## src/rtl/servo_pkg.sv

```systemverilog
// servo_pkg: register map, CTRL bit index and value helpers shared by the servo controller.
package servo_pkg;

    localparam int unsigned ADDR_CTRL   = 0;
    localparam int unsigned ADDR_STEP   = 1;
    localparam int unsigned ADDR_TARGET = 2;
    localparam int          CTRL_EN     = 0;

    function automatic int unsigned addr_current(input int unsigned num_ch);
        return ADDR_TARGET + num_ch;
    endfunction

    function automatic int unsigned center(input int unsigned lo, input int unsigned hi);
        return (lo + hi) / 2;
    endfunction

    // Full 32-bit unsigned compare so huge writes saturate instead of wrapping.
    function automatic logic [31:0] clamp(input logic [31:0] d, input logic [31:0] lo, input logic [31:0] hi);
        return (d < lo) ? lo : (d > hi) ? hi : d;
    endfunction

endpackage

```

## src/rtl/servo_pwm_channel.sv

```systemverilog
// servo_pwm_channel: one servo's target, slew-limited current position and registered PWM compare.
module servo_pwm_channel
    import servo_pkg::*;
#(
    parameter int CW      = 20,
    parameter int MIN_CYC = 50000,
    parameter int MAX_CYC = 100000
) (
    input  logic          clk,
    input  logic          reset_low,
    input  logic          tgt_we,
    input  logic [CW-1:0] tgt_val,
    input  logic [CW-1:0] step,
    input  logic          en,
    input  logic          frame_start,
    input  logic [CW-1:0] count,
    output logic [CW-1:0] target,
    output logic [CW-1:0] current,
    output logic          pwm
);

    localparam logic [CW-1:0] CENTER = CW'(center(MIN_CYC, MAX_CYC));

    logic [CW-1:0] target_q, target_d, current_q, current_d;
    logic          pwm_q, pwm_d, up;
    logic [CW:0]   diff;

    always_comb begin
        target_d  = tgt_we ? tgt_val : target_q;
        up        = target_q >= current_q;
        diff      = up ? {1'b0, target_q} - {1'b0, current_q} : {1'b0, current_q} - {1'b0, target_q};
        // Final step lands exactly on target, so there is no overshoot.
        current_d = !en ? target_q :
                    !frame_start ? current_q :
                    (step == '0 || diff <= {1'b0, step}) ? target_q :
                    up ? current_q + step : current_q - step;
        pwm_d     = en && (count < current_q);
    end

    always_ff @(posedge clk or negedge reset_low) begin
        if (!reset_low) begin
            target_q  <= CENTER;
            current_q <= CENTER;
            pwm_q     <= 1'b0;
        end else begin
            target_q  <= target_d;
            current_q <= current_d;
            pwm_q     <= pwm_d;
        end
    end

    assign target  = target_q;
    assign current = current_q;
    assign pwm     = pwm_q;

endmodule

```

## src/rtl/servo_multi_pos_avalon.sv

```systemverilog
// servo_multi_pos_avalon: Avalon-MM multi-channel servo controller sharing one frame counter.
module servo_multi_pos_avalon
    import servo_pkg::*;
#(
    parameter int NUM_CH     = 4,
    parameter int PERIOD_CYC = 1000000,
    parameter int MIN_CYC    = 50000,
    parameter int MAX_CYC    = 100000,
    parameter int CW         = 20,
    parameter int ADDR_W     = $clog2(2 + 2 * NUM_CH)
) (
    input  logic              clock_clk,
    input  logic              reset_low,
    input  logic              cs,
    input  logic              write,
    input  logic              read,
    input  logic [ADDR_W-1:0] address,
    input  logic [31:0]       writedata,
    output logic [31:0]       readdata,
    output logic [NUM_CH-1:0] pwm_out
);

    localparam logic [CW-1:0] LAST = CW'(PERIOD_CYC - 1);

    logic          en_q, en_d;
    logic [CW-1:0] step_q, step_d, count_q, count_d, tgt_val;
    logic [31:0]   readdata_q, readdata_d, addr;
    logic          we, rd, frame_start;
    logic [CW-1:0] target [NUM_CH];
    logic [CW-1:0] current [NUM_CH];

    assign addr        = 32'(address);
    assign we          = cs && write;
    assign rd          = cs && read;
    assign tgt_val     = CW'(clamp(writedata, MIN_CYC, MAX_CYC));
    assign frame_start = en_q && count_q == '0;

    always_comb begin
        en_d       = (we && addr == ADDR_CTRL) ? writedata[CTRL_EN] : en_q;
        step_d     = (we && addr == ADDR_STEP) ? writedata[CW-1:0] : step_q;
        count_d    = (!en_q || count_q == LAST) ? '0 : count_q + 1'b1;
        readdata_d = readdata_q;
        if (rd) begin
            readdata_d = '0;
            if (addr == ADDR_CTRL) readdata_d = 32'(en_q);
            if (addr == ADDR_STEP) readdata_d = 32'(step_q);
            for (int i = 0; i < NUM_CH; i++) begin
                if (addr == ADDR_TARGET + i) readdata_d = 32'(target[i]);
                if (addr == addr_current(NUM_CH) + i) readdata_d = 32'(current[i]);
            end
        end
    end

    always_ff @(posedge clock_clk or negedge reset_low) begin
        if (!reset_low) begin
            en_q       <= 1'b0;
            step_q     <= '0;
            count_q    <= '0;
            readdata_q <= '0;
        end else begin
            en_q       <= en_d;
            step_q     <= step_d;
            count_q    <= count_d;
            readdata_q <= readdata_d;
        end
    end

    assign readdata = readdata_q;

    genvar c;
    generate
        for (c = 0; c < NUM_CH; c++) begin : g_ch
            servo_pwm_channel #(
                .CW      (CW),
                .MIN_CYC (MIN_CYC),
                .MAX_CYC (MAX_CYC)
            ) u_ch (
                .clk         (clock_clk),
                .reset_low   (reset_low),
                .tgt_we      (we && addr == ADDR_TARGET + c),
                .tgt_val     (tgt_val),
                .step        (step_q),
                .en          (en_q),
                .frame_start (frame_start),
                .count       (count_q),
                .target      (target[c]),
                .current     (current[c]),
                .pwm         (pwm_out[c])
            );
        end
    endgenerate

endmodule

```

## config.mk

```make
export PLATFORM = sky130hd
export DESIGN_NAME = servo_multi_pos_avalon
export DESIGN_NICKNAME = d
export VERILOG_FILES = /design/src/rtl/servo_pkg.sv /design/src/rtl/servo_pwm_channel.sv /design/src/rtl/servo_multi_pos_avalon.sv
export SDC_FILE = /design/constraint.sdc
export NUM_CORES = 1
export LEC_CHECK = 0
export CAP_MARGIN = 20
export CORE_MARGIN = 2
export CORE_UTILIZATION = 43
export DETAILED_ROUTE_END_ITERATION = 6
export PLACE_DENSITY_LB_ADDON = 0.2
export SETUP_SLACK_MARGIN = 0.5
export SLEW_MARGIN = 20
export SYNTH_ARGS = -nofsm -noshare
export SYNTH_HDL_FRONTEND = slang
export SYNTH_SLANG_ARGS = --single-unit
```

## constraint.sdc

```tcl
create_clock -name clock_clk -period 16.47 [get_ports clock_clk]
set_clock_uncertainty 0.05 [all_clocks]
set_input_delay 3.294 -clock clock_clk [delete_from_list [all_inputs] [get_ports clock_clk]]
set_output_delay 3.294 -clock clock_clk [all_outputs]
set_load 0.05 [all_outputs]
```

* Word-level counts from Yosys, hierarchy flattened
Index checks and enable logic that the tools add are counted.
** Storage, ports and cells
- Word-level logic and storage cells :: 113
- Input bits :: 41
- Flip-flop bits (word level) :: 237
** Cells by class
- $add $sub $neg :: 17
- Reductions and logical operators :: 22
- Mux-type cells :: 33
- Equal/unequal tests :: 11
- Magnitude comparators :: 14
** Operators with widths (count)
- $mux 20 :: 19
- $mux 32 :: 9
- $sub 20x20->21 :: 8
- $le 21x20->1 :: 4
- $mux 21 :: 4
- $add 20x20->20 :: 4
- $ge 20x20->1 :: 4
- $lt 20x20->1 :: 4
- $sub 20x20->20 :: 4
- $logic_not 20->1 :: 2
- $gt 32x17->1 const B :: 1
- $logic_not 32->1 :: 1
- $lt 32x16->1 const B :: 1
- $add 20x1->20 const B :: 1
- $eq 20x20->1 const B :: 1
- $eq 4x3->1 const B :: 4
- $logic_and 1x1->1 :: 13
- $eq 4x2->1 const B :: 2
- $eq 4x4->1 const B :: 2
- $logic_or 1x1->1 :: 5
- $eq 4x1->1 const B :: 1
- $ne 2x1->1 const B :: 1
- $logic_not 1->1 :: 1
- $mux 1 :: 1

* Longest topological paths before layout
Gate-level depths: netlist (run 1).
- Word-level depth :: 11
- Depth in mapped cells :: 28
- Mapped depth without buffers :: 25

* Cells and area by module
From an unflattened synthesis (run 1), not the netlist that was laid out.
** Unflattened totals
- Cells, all modules :: 3657
- Area, all modules :: 28698.8 sq um
** By module, submodules not included
- servo_pwm_channel (g_ch[3].u_ch) :: sequential area each 1046.0 sq um, instances 1, area an instance 6233.5 sq um, cells an instance 802
- servo_pwm_channel (g_ch[2].u_ch) :: sequential area each 1046.0 sq um, instances 1, area an instance 6089.6 sq um, cells an instance 779
- servo_pwm_channel (g_ch[0].u_ch) :: sequential area each 1046.0 sq um, instances 1, area an instance 5848.1 sq um, cells an instance 742
- servo_pwm_channel (g_ch[1].u_ch) :: sequential area each 1046.0 sq um, instances 1, area an instance 5848.1 sq um, cells an instance 762
- servo_multi_pos_avalon :: sequential area each 1526.5 sq um, instances 1, area an instance 4679.5 sq um, cells an instance 572

* Least setup slack after synthesis (run 1)
OpenSTA, ideal clock, no wires.
- Path type :: reg2reg
- Start point :: reg g_ch[2].u_ch.current_q[3]
- End point :: reg g_ch[2].u_ch.current_q[18]
- Period minus slack after synthesis :: 5.518 ns
- Stages on the path, launching flop included :: 26
- Setup slack :: 10.952 ns
- Data required time :: 16.337 ns
- Library setup time :: 0.083 ns
- Arrival time :: 5.385 ns
- Path through :: dfstp_2 > inv_1 > ha_1 > clkbuf_2 > a21oi_1 > o21bai_1 > o21a_1 > nor3_1 > o31ai_2 > a31oi_2 > buf_2 > buf_4 > buf_2 > o21ai_0 > fa_1 > a21o_1 > a21oi_1 > o21ai_0 > a31oi_1 > a21oi_1 > o41a_1 > a211o_1 > a21oi_1 > xnor2_1 > mux2i_1 > o21ai_0
** On the way
- Word-level cells in the longest chain between the ends :: 7
** Ends and longest elaborated chain
- start: declaration :: line servo_pwm_channel.sv:24 : logic [CW-1:0] target_q, target_d, current_q, current_d;
- start signal: assignment :: line servo_pwm_channel.sv:47 : current_q <= current_d;
- $sub 20x20->21 or $ge 20x20->1 (tied branches) :: line servo_pwm_channel.sv:31, servo_pwm_channel.sv:30
- $mux 21 :: line servo_pwm_channel.sv:31 : diff = up ? {1'b0, target_q} - {1'b0, current_q} : {1'b0, current_q} - {1'b0, target_q};
- $le 21x20->1 :: line servo_pwm_channel.sv:35 : (step == '0 || diff <= {1'b0, step}) ? target_q :
- $logic_or 1x1->1 :: line servo_pwm_channel.sv:35
- $mux 20 (*) :: line servo_pwm_channel.sv:35
- $mux 20 (*) :: line servo_pwm_channel.sv:34 : !frame_start ? current_q :
- $mux 20 (*) :: line servo_pwm_channel.sv:33 : current_d = !en ? target_q :
Every way passes the cells marked *; elsewhere a longest branch is shown, timed or not. The select of a mux whose other input is x is not followed.
A chain may end at the register's enable or synchronous reset.

* Worst setup path after layout (run 1)
- Start point :: reg g_ch[0].u_ch.current_q[1]
- End point :: reg g_ch[0].u_ch.current_q[19]
** On the way
- Word-level cells in the longest chain between the ends :: 7
** Ends and longest elaborated chain (line)
- start: declaration :: servo_pwm_channel.sv:24
- start signal: assignment :: servo_pwm_channel.sv:47
- $sub 20x20->21 or $ge 20x20->1 (tied branches) :: servo_pwm_channel.sv:31, servo_pwm_channel.sv:30
- $mux 21 :: servo_pwm_channel.sv:31
- $le 21x20->1 :: servo_pwm_channel.sv:35
- $logic_or 1x1->1 :: servo_pwm_channel.sv:35
- $mux 20 (*) :: servo_pwm_channel.sv:35
- $mux 20 (*) :: servo_pwm_channel.sv:34
- $mux 20 (*) :: servo_pwm_channel.sv:33
Marks and branches as above.

==> results of run 1 <==
==> worst paths after layout <==
kind | to | slack (ps) | depth (start not counted) | startpoint
worst max-delay path | g_ch[0].u_ch.current[19]$_DFFE_PN0P_ | 9620 | 24 | g_ch[0].u_ch.current[1]$_DFFE_PN0P_
worst min-delay path | g_ch[3].u_ch.target[7]$_DFFE_PN1P_ | 460 | 2 | g_ch[3].u_ch.target[7]$_DFFE_PN1P_
worst max register to register | g_ch[0].u_ch.current[19]$_DFFE_PN0P_ | 9620 | 24 | g_ch[0].u_ch.current[1]$_DFFE_PN0P_
worst min register to register | g_ch[3].u_ch.target[7]$_DFFE_PN1P_ | 460 | 2 | g_ch[3].u_ch.target[7]$_DFFE_PN1P_
max in group asynchronous | readdata[12]$_DFFE_PN0P_ | 12010 | 2 | reset_low
min in group asynchronous | g_ch[1].u_ch.current[12]$_DFFE_PN0P_ | 2640 | 1 | reset_low
==> state kept, by name, summed over array words and instances, names as in the netlist <==
signal	flops
g_ch.u_ch.pwm	4
readdata	20
g_ch.u_ch.target	80
g_ch.u_ch.current	80
step_q	20
en_q	1
count_q	20
==> metrics by stage <==
stage	cells	utilization	power, µW
after floorplan	3306	-	5000
after global placement	4032	0.458	6260
after detailed placement	4032	0.458	6360
after CTS	4090	0.475	7080
after global routing	4092	0.476	7780
final	4095	0.476	7190
==> Yosys cell counts, types with 12 or more instances <==
cell type / count / area, µm²
a221oi_1: 17 / 149
xnor2_1: 171 / 1500
a21o_1: 136 / 1020
clkbuf_1: 103 / 387
a22oi_1: 43 / 323
nor2b_1: 61 / 382
mux2_2: 34 / 383
buf_4: 23 / 173
and3_1: 30 / 188
nor2_1: 224 / 841
nand2b_1: 30 / 188
and2_1: 20 / 125
mux2i_1: 84 / 841
nor3_1: 45 / 225
o21a_1: 39 / 293
inv_1: 221 / 830
fa_1: 12 / 240
a31oi_1: 42 / 263
nand3_1: 88 / 440
xor2_1: 55 / 482
dfstp_2: 64 / 1680
ha_1: 395 / 4940
buf_2: 30 / 150
nand2_1: 320 / 1200
o21ai_0: 272 / 1360
a21oi_1: 270 / 1350
nand4_1: 30 / 188
dfrtp_1: 161 / 4030
o21bai_1: 27 / 203
a22o_1: 16 / 140
o211ai_1: 19 / 143
==> power groups by stage <==
stage / sequential (µW) / clock [µW] / combinational [µW]
6_report: 955 / 697 / 5540
4_1_cts: 942 / 702 / 5440
2_1_floorplan: 851 / 0 / 4150
3_3_place_gp: 947 / 0 / 5310
5_1_grt: 960 / 719 / 6100
3_5_place_dp: 952 / 0 / 5410
==> final cells by class <==
cell class	instances	area, µm²
repair buffers	110	1010
fillers	6052	31700
multi-input cells	2685	19200
clock buffers	45	878
well taps	782	978
inverters	231	867
clock inverters	13	143
diodes	4	10.0
flip-flops and latches	225	5710
==> worst min-delay path, stage by stage (launching register included) <==
cell and delay, ps:
dfstp_2 390, nand2_1 50, o21ai_0 60
==> metal layers <==
layer | GRT usage | share of wire | up-vias
li1 | - | - | 11700
met1 | 0.482 | 0.41 | 12500
met2 | 0.526 | 0.41 | 1431
met3 | 0.0945 | 0.11 | 323
met4 | 0.191 | 0.064 | 12
met5 | 0 | 0.0016 | -
==> logic make-up (layout without fill, tap and decap cells) <==
kind of cell    after synthesis  count (layout)
simple gates                907             907
mux                         120             120
buf+inv                     396             399
xor+xnor                    226             226
compound gates             1013            1013
fa+ha+maj                   407             407
flops                       225             225
other cells                   1              16
==> run metrics, run 1 <==
PwrDens=249 mW/mm²; mux cell area share after synthesis=0.0476; CP max stage delay=~860 ps; post-place instance area=0.0278 mm²; clock network fraction of total power=0.097; total CTS buffers=31; Leak=0.0131 µW; detailed placement HPWL=~87 mm; fin worst setup slack=between 9000 and 10000 ps; relative slew slack=0.209; gp weighted congestion=about 1.1; crit path capture type=flop; first-pass GRT wire length=~170 mm; cell family with most CP delay=compound AO/OA/AOI/OAI gates; most common cell after layout, fill and taps aside=ha_1; main combinational cell family by area after synthesis=compound AO/OA/AOI/OAI gates; number of max-cap violations=0; Startpoint Class=flop; Clock Tree Buf Depth=3; DIE HEIGHT=252 µm; Routed WL=roughly 120 mm; Combinational Power Share=0.770; nets@finish=3732; drt wl/cell=28.3 µm; Max Fanout on Critical Path=33; post-synthesis simple-gate area fraction=0.160; layout cells sized above 1=0.0765; Syn-to-layout area delta=9.08%; Fin Hold WS=462 ps; clock sinks=225; TritonCTS clock tree=yes; EDFF count, synth=0; fin crit share=0.416; Via density=6.35; Pre-antenna DRT Iters=6; max-slew violation count=0; sequential fraction of the synthesis area=0.216; core area=0.0606 mm²; clk root buf=clkbuf_16; Critical Path RT=16920 ps; critical path, cell by cell=inv_1 -> ha_1 -> nor2b_1 -> o21ai_1 -> a21boi_1 -> o41ai_2 -> o211ai_1 -> o21ai_2 -> nand2_2 -> mux2_2 -> a22o_1 -> a2111o_1 -> and3_1 -> ha_1 -> a21oi_1 -> nor2b_1 -> o21ai_0 -> and3_1 -> o21ai_0 -> nand3_1 -> a31oi_4 -> nand2_1 -> o22ai_1 -> o2bb2a_1; Final min period=6850 ps; Die X=252 µm; setup violators final=0; final instance area=0.0288 mm²; max frequency=about 150 MHz; ys async rst share=1.00; Mapped Avg Cell Area=approximately 8.0 µm²; slowest CP cell=a31oi_4; WP buf/inv=1; adder-cell share of the synthesized area=0.196; starting density of the core=0.436; Tightest Hold Check Type=reg -> reg; row count=90; Synth Area in XOR/XNOR=0.0749; initial antenna violation count=19; CTS H-Tree Depth=1; setup tns final=0 ps; Boundary Pins=77; library cells used by synthesis=94; Setup Fix Bufs, Post-CTS=0; Crit Path Class=reg -> reg; P_int=between 3000 and 4000 µW; die area=~0.063 mm²; post-synthesis compound-gate area fraction=0.245; largest net degree at the start of global routing=91; part of the power in registers=0.133; Worst EP arrival=7310 ps; gr usage total=0.359; vias in the first global route=24.6k; RSZ-0062 raised after global routing=false; Mapped Cells=3295; Mapped Area=0.0264 mm²; most frequent cells in the layout=ha_1, nand2_1, o21ai_0; Final Hold Viols=0; Synth Warn #=0; total number of vias=26.0k; switching share of power=0.521; flop and latch count out of synthesis=225; DRC violations left=0; DRT iter0 DRCs=between 2k and 3k; CTS hold repair buffers=0; post_cts resized=0; Max VDD drop=109 µV; Main synth FF type=dfrtp_1; Reg clk slew, reported paths=60 ps; Final ANT Viol Nets=0; worst slack, placed=9740 ps; worst-skew pair later-pin latency=630 ps; status=finished, final reports clean; measured slew at the worst slew-check pin=1160 ps; Port Buf Inserts=64; net switching power=3740 µW; total congestion overflow=0
Power figures use the tool's default switching activity.
==> run 2, diff against run 1 <==
==> constraint.sdc (replaced) <==
create_clock -name clock_clk -period 7 [get_ports clock_clk]
set_clock_uncertainty 0.05 [all_clocks]
set_input_delay 1.4 -clock clock_clk [delete_from_list [all_inputs] [get_ports clock_clk]]
set_output_delay 1.4 -clock clock_clk [all_outputs]
set_load 0.05 [all_outputs]
==> run metrics, run 2 (same netlist as run 1, synthesis figures left out) <==
status=finished, final reports clean; Worst EP arrival=6710 ps; RSZ-0062 raised after global routing=true; worst-skew pair later-pin latency=630 ps; gr usage total=0.360; clock network fraction of total power=0.106; total congestion overflow=0; vias in the first global route=24.1k; Reg clk slew, reported paths=approximately 60 ps; Pre-antenna DRT Iters=6; Crit Path Class=reg -> reg; Final min period=6250 ps; Final ANT Viol Nets=0; max frequency=~160 MHz; Startpoint Class=flop; initial antenna violation count=18; measured slew at the worst slew-check pin=around 1200 ps; Max Fanout on Critical Path=7; die area=roughly 0.063 mm²; Combinational Power Share=0.765; most common cell after layout, fill and taps aside=ha_1; Max VDD drop=~250 µV; drt wl/cell=around 28 µm; routed wl met2=49.6 mm; slowest CP cell=dfrtp_2; relative slew slack=0.182; total CTS buffers=31; post-place instance area=0.0279 mm²; Boundary Pins=between 70 and 80; most used cell, CP=o21a_1; crit path capture type=flop; row count=90; register area=0.00571 mm²; DRC violations left=0; Critical Path RT=7460 ps; total power=17400 µW; nets@finish=between 3k and 4k; Port Buf Inserts=64; net switching power=9000 µW; PwrDens=around 600 mW/mm²; Final Hold Viols=0; Routed WL=117 mm; CTS H-Tree Depth=1; largest net degree at the start of global routing=107; DR top layer=met5; Via density=6.28; DRT iter0 DRCs=2581; clk root buf=clkbuf_16; part of the power in registers=0.129; CTS hold repair buffers=0; fin crit share=0.894; Tightest Hold Check Type=reg -> reg; max-slew violation count=0; WP buf/inv=1; starting density of the core=0.436; setup tns final=0 ps; gp weighted congestion=1.04; critical path, cell by cell=inv_1 -> ha_1 -> nor2b_1 -> o21ai_1 -> a21boi_1 -> o41ai_2 -> o211ai_1 -> o21a_1 -> nor2_1 -> o21ai_0 -> ha_1 -> a21oi_1 -> o211ai_1 -> o21a_1 -> or4_1 -> a31oi_2 -> o21a_1 -> o21ai_0 -> o41ai_2 -> xnor2_1 -> a21oi_1 -> o2bb2a_1; Filler Cell Count=just under 6k; layout cells sized above 1=0.0875; P_int=8370 µW; WL met3=about 12 mm; switching share of power=0.518; first-pass GRT wire length=168 mm; DRT met1 WL=49.8 mm; Die X=252 µm; Leak=0.0133 µW; setup violators final=0; area of the multi-input gates=0.0193 mm²; DIE HEIGHT=252 µm; most frequent cells in the layout=ha_1, nand2_1, o21ai_0; total number of vias=roughly 26k; detailed placement HPWL=88.4 mm; CP max stage delay=510 ps; final instance area=0.0292 mm²; clock sinks=225; number of max-cap violations=0; cell family with most CP delay=compound AO/OA/AOI/OAI gates; core area=0.0606 mm²; Clock Tree Buf Depth=3; Syn-to-layout area delta=10.6%; TritonCTS clock tree=yes
run 2: final cells by class:
class / count / area share
antenna: 3 / 0.000257
timing repair buffer: 136 / 0.0411
multi-input combinational: 2688 / 0.661
clock buffer: 39 / 0.0296
sequential: 225 / 0.195
inverter: 231 / 0.0297
tap: 782 / 0.0335
clock inverter: 19 / 0.00980
run 2: final timing paths:
kind | from | endpoint | slack [ps] | cells after the start
worst max register to register | g_ch[0].u_ch.current[1]$_DFFE_PN0P_ | g_ch[0].u_ch.current[19]$_DFFE_PN0P_ | 750 | 22
worst min register to register | g_ch[3].u_ch.target[5]$_DFFE_PN1P_ | g_ch[3].u_ch.target[5]$_DFFE_PN1P_ | 460 | 2
min in group asynchronous | reset_low | g_ch[1].u_ch.pwm$_DFF_PN0_ | 710 | 1
max in group asynchronous | reset_low | g_ch[0].u_ch.current[1]$_DFFE_PN0P_ | 4360 | 2
worst max-delay path | g_ch[0].u_ch.current[1]$_DFFE_PN0P_ | g_ch[0].u_ch.current[19]$_DFFE_PN0P_ | 750 | 22
worst min-delay path | g_ch[3].u_ch.target[5]$_DFFE_PN1P_ | g_ch[3].u_ch.target[5]$_DFFE_PN1P_ | 460 | 2
run 2: worst min-delay path: stages (launching register included):
cell     delay [ps]
dfstp_2         390
nand2_1          50
o21ai_0          60
run 2: power groups by stage:
stage	Combinational [µW]	Clock, µW	Sequential, µW
after global routing	14600	1900	2250
after floorplan	9760	0	2000
after CTS	12900	1850	2210
final	13300	1830	2240
after global placement	12700	0	2230
after detailed placement	12800	0	2240
run 2: routing by layer:
metal | vias up | track usage
met5 | - | 0
met4 | 16 | 0.149
met3 | 291 | 0.0905
met2 | 1298 | 0.546
met1 | 12500 | 0.488
li1 | 11800 | -
run 2: repair_timing:
action	in CTS	in global routing
resized for setup	0	12
setup buffers	0	7
setup endpoints to repair	0	57
run 2: per-stage QoR:
stage	setup WS, ps	std cells	util	hold WS (ps)
finish	745	4123	0.483	465
global route	427	4120	0.482	480
CTS	540	4110	0.480	463
detailed placement	567	4052	0.461	453
global placement	665	4052	0.461	443
floorplan	1480	3306	-	427
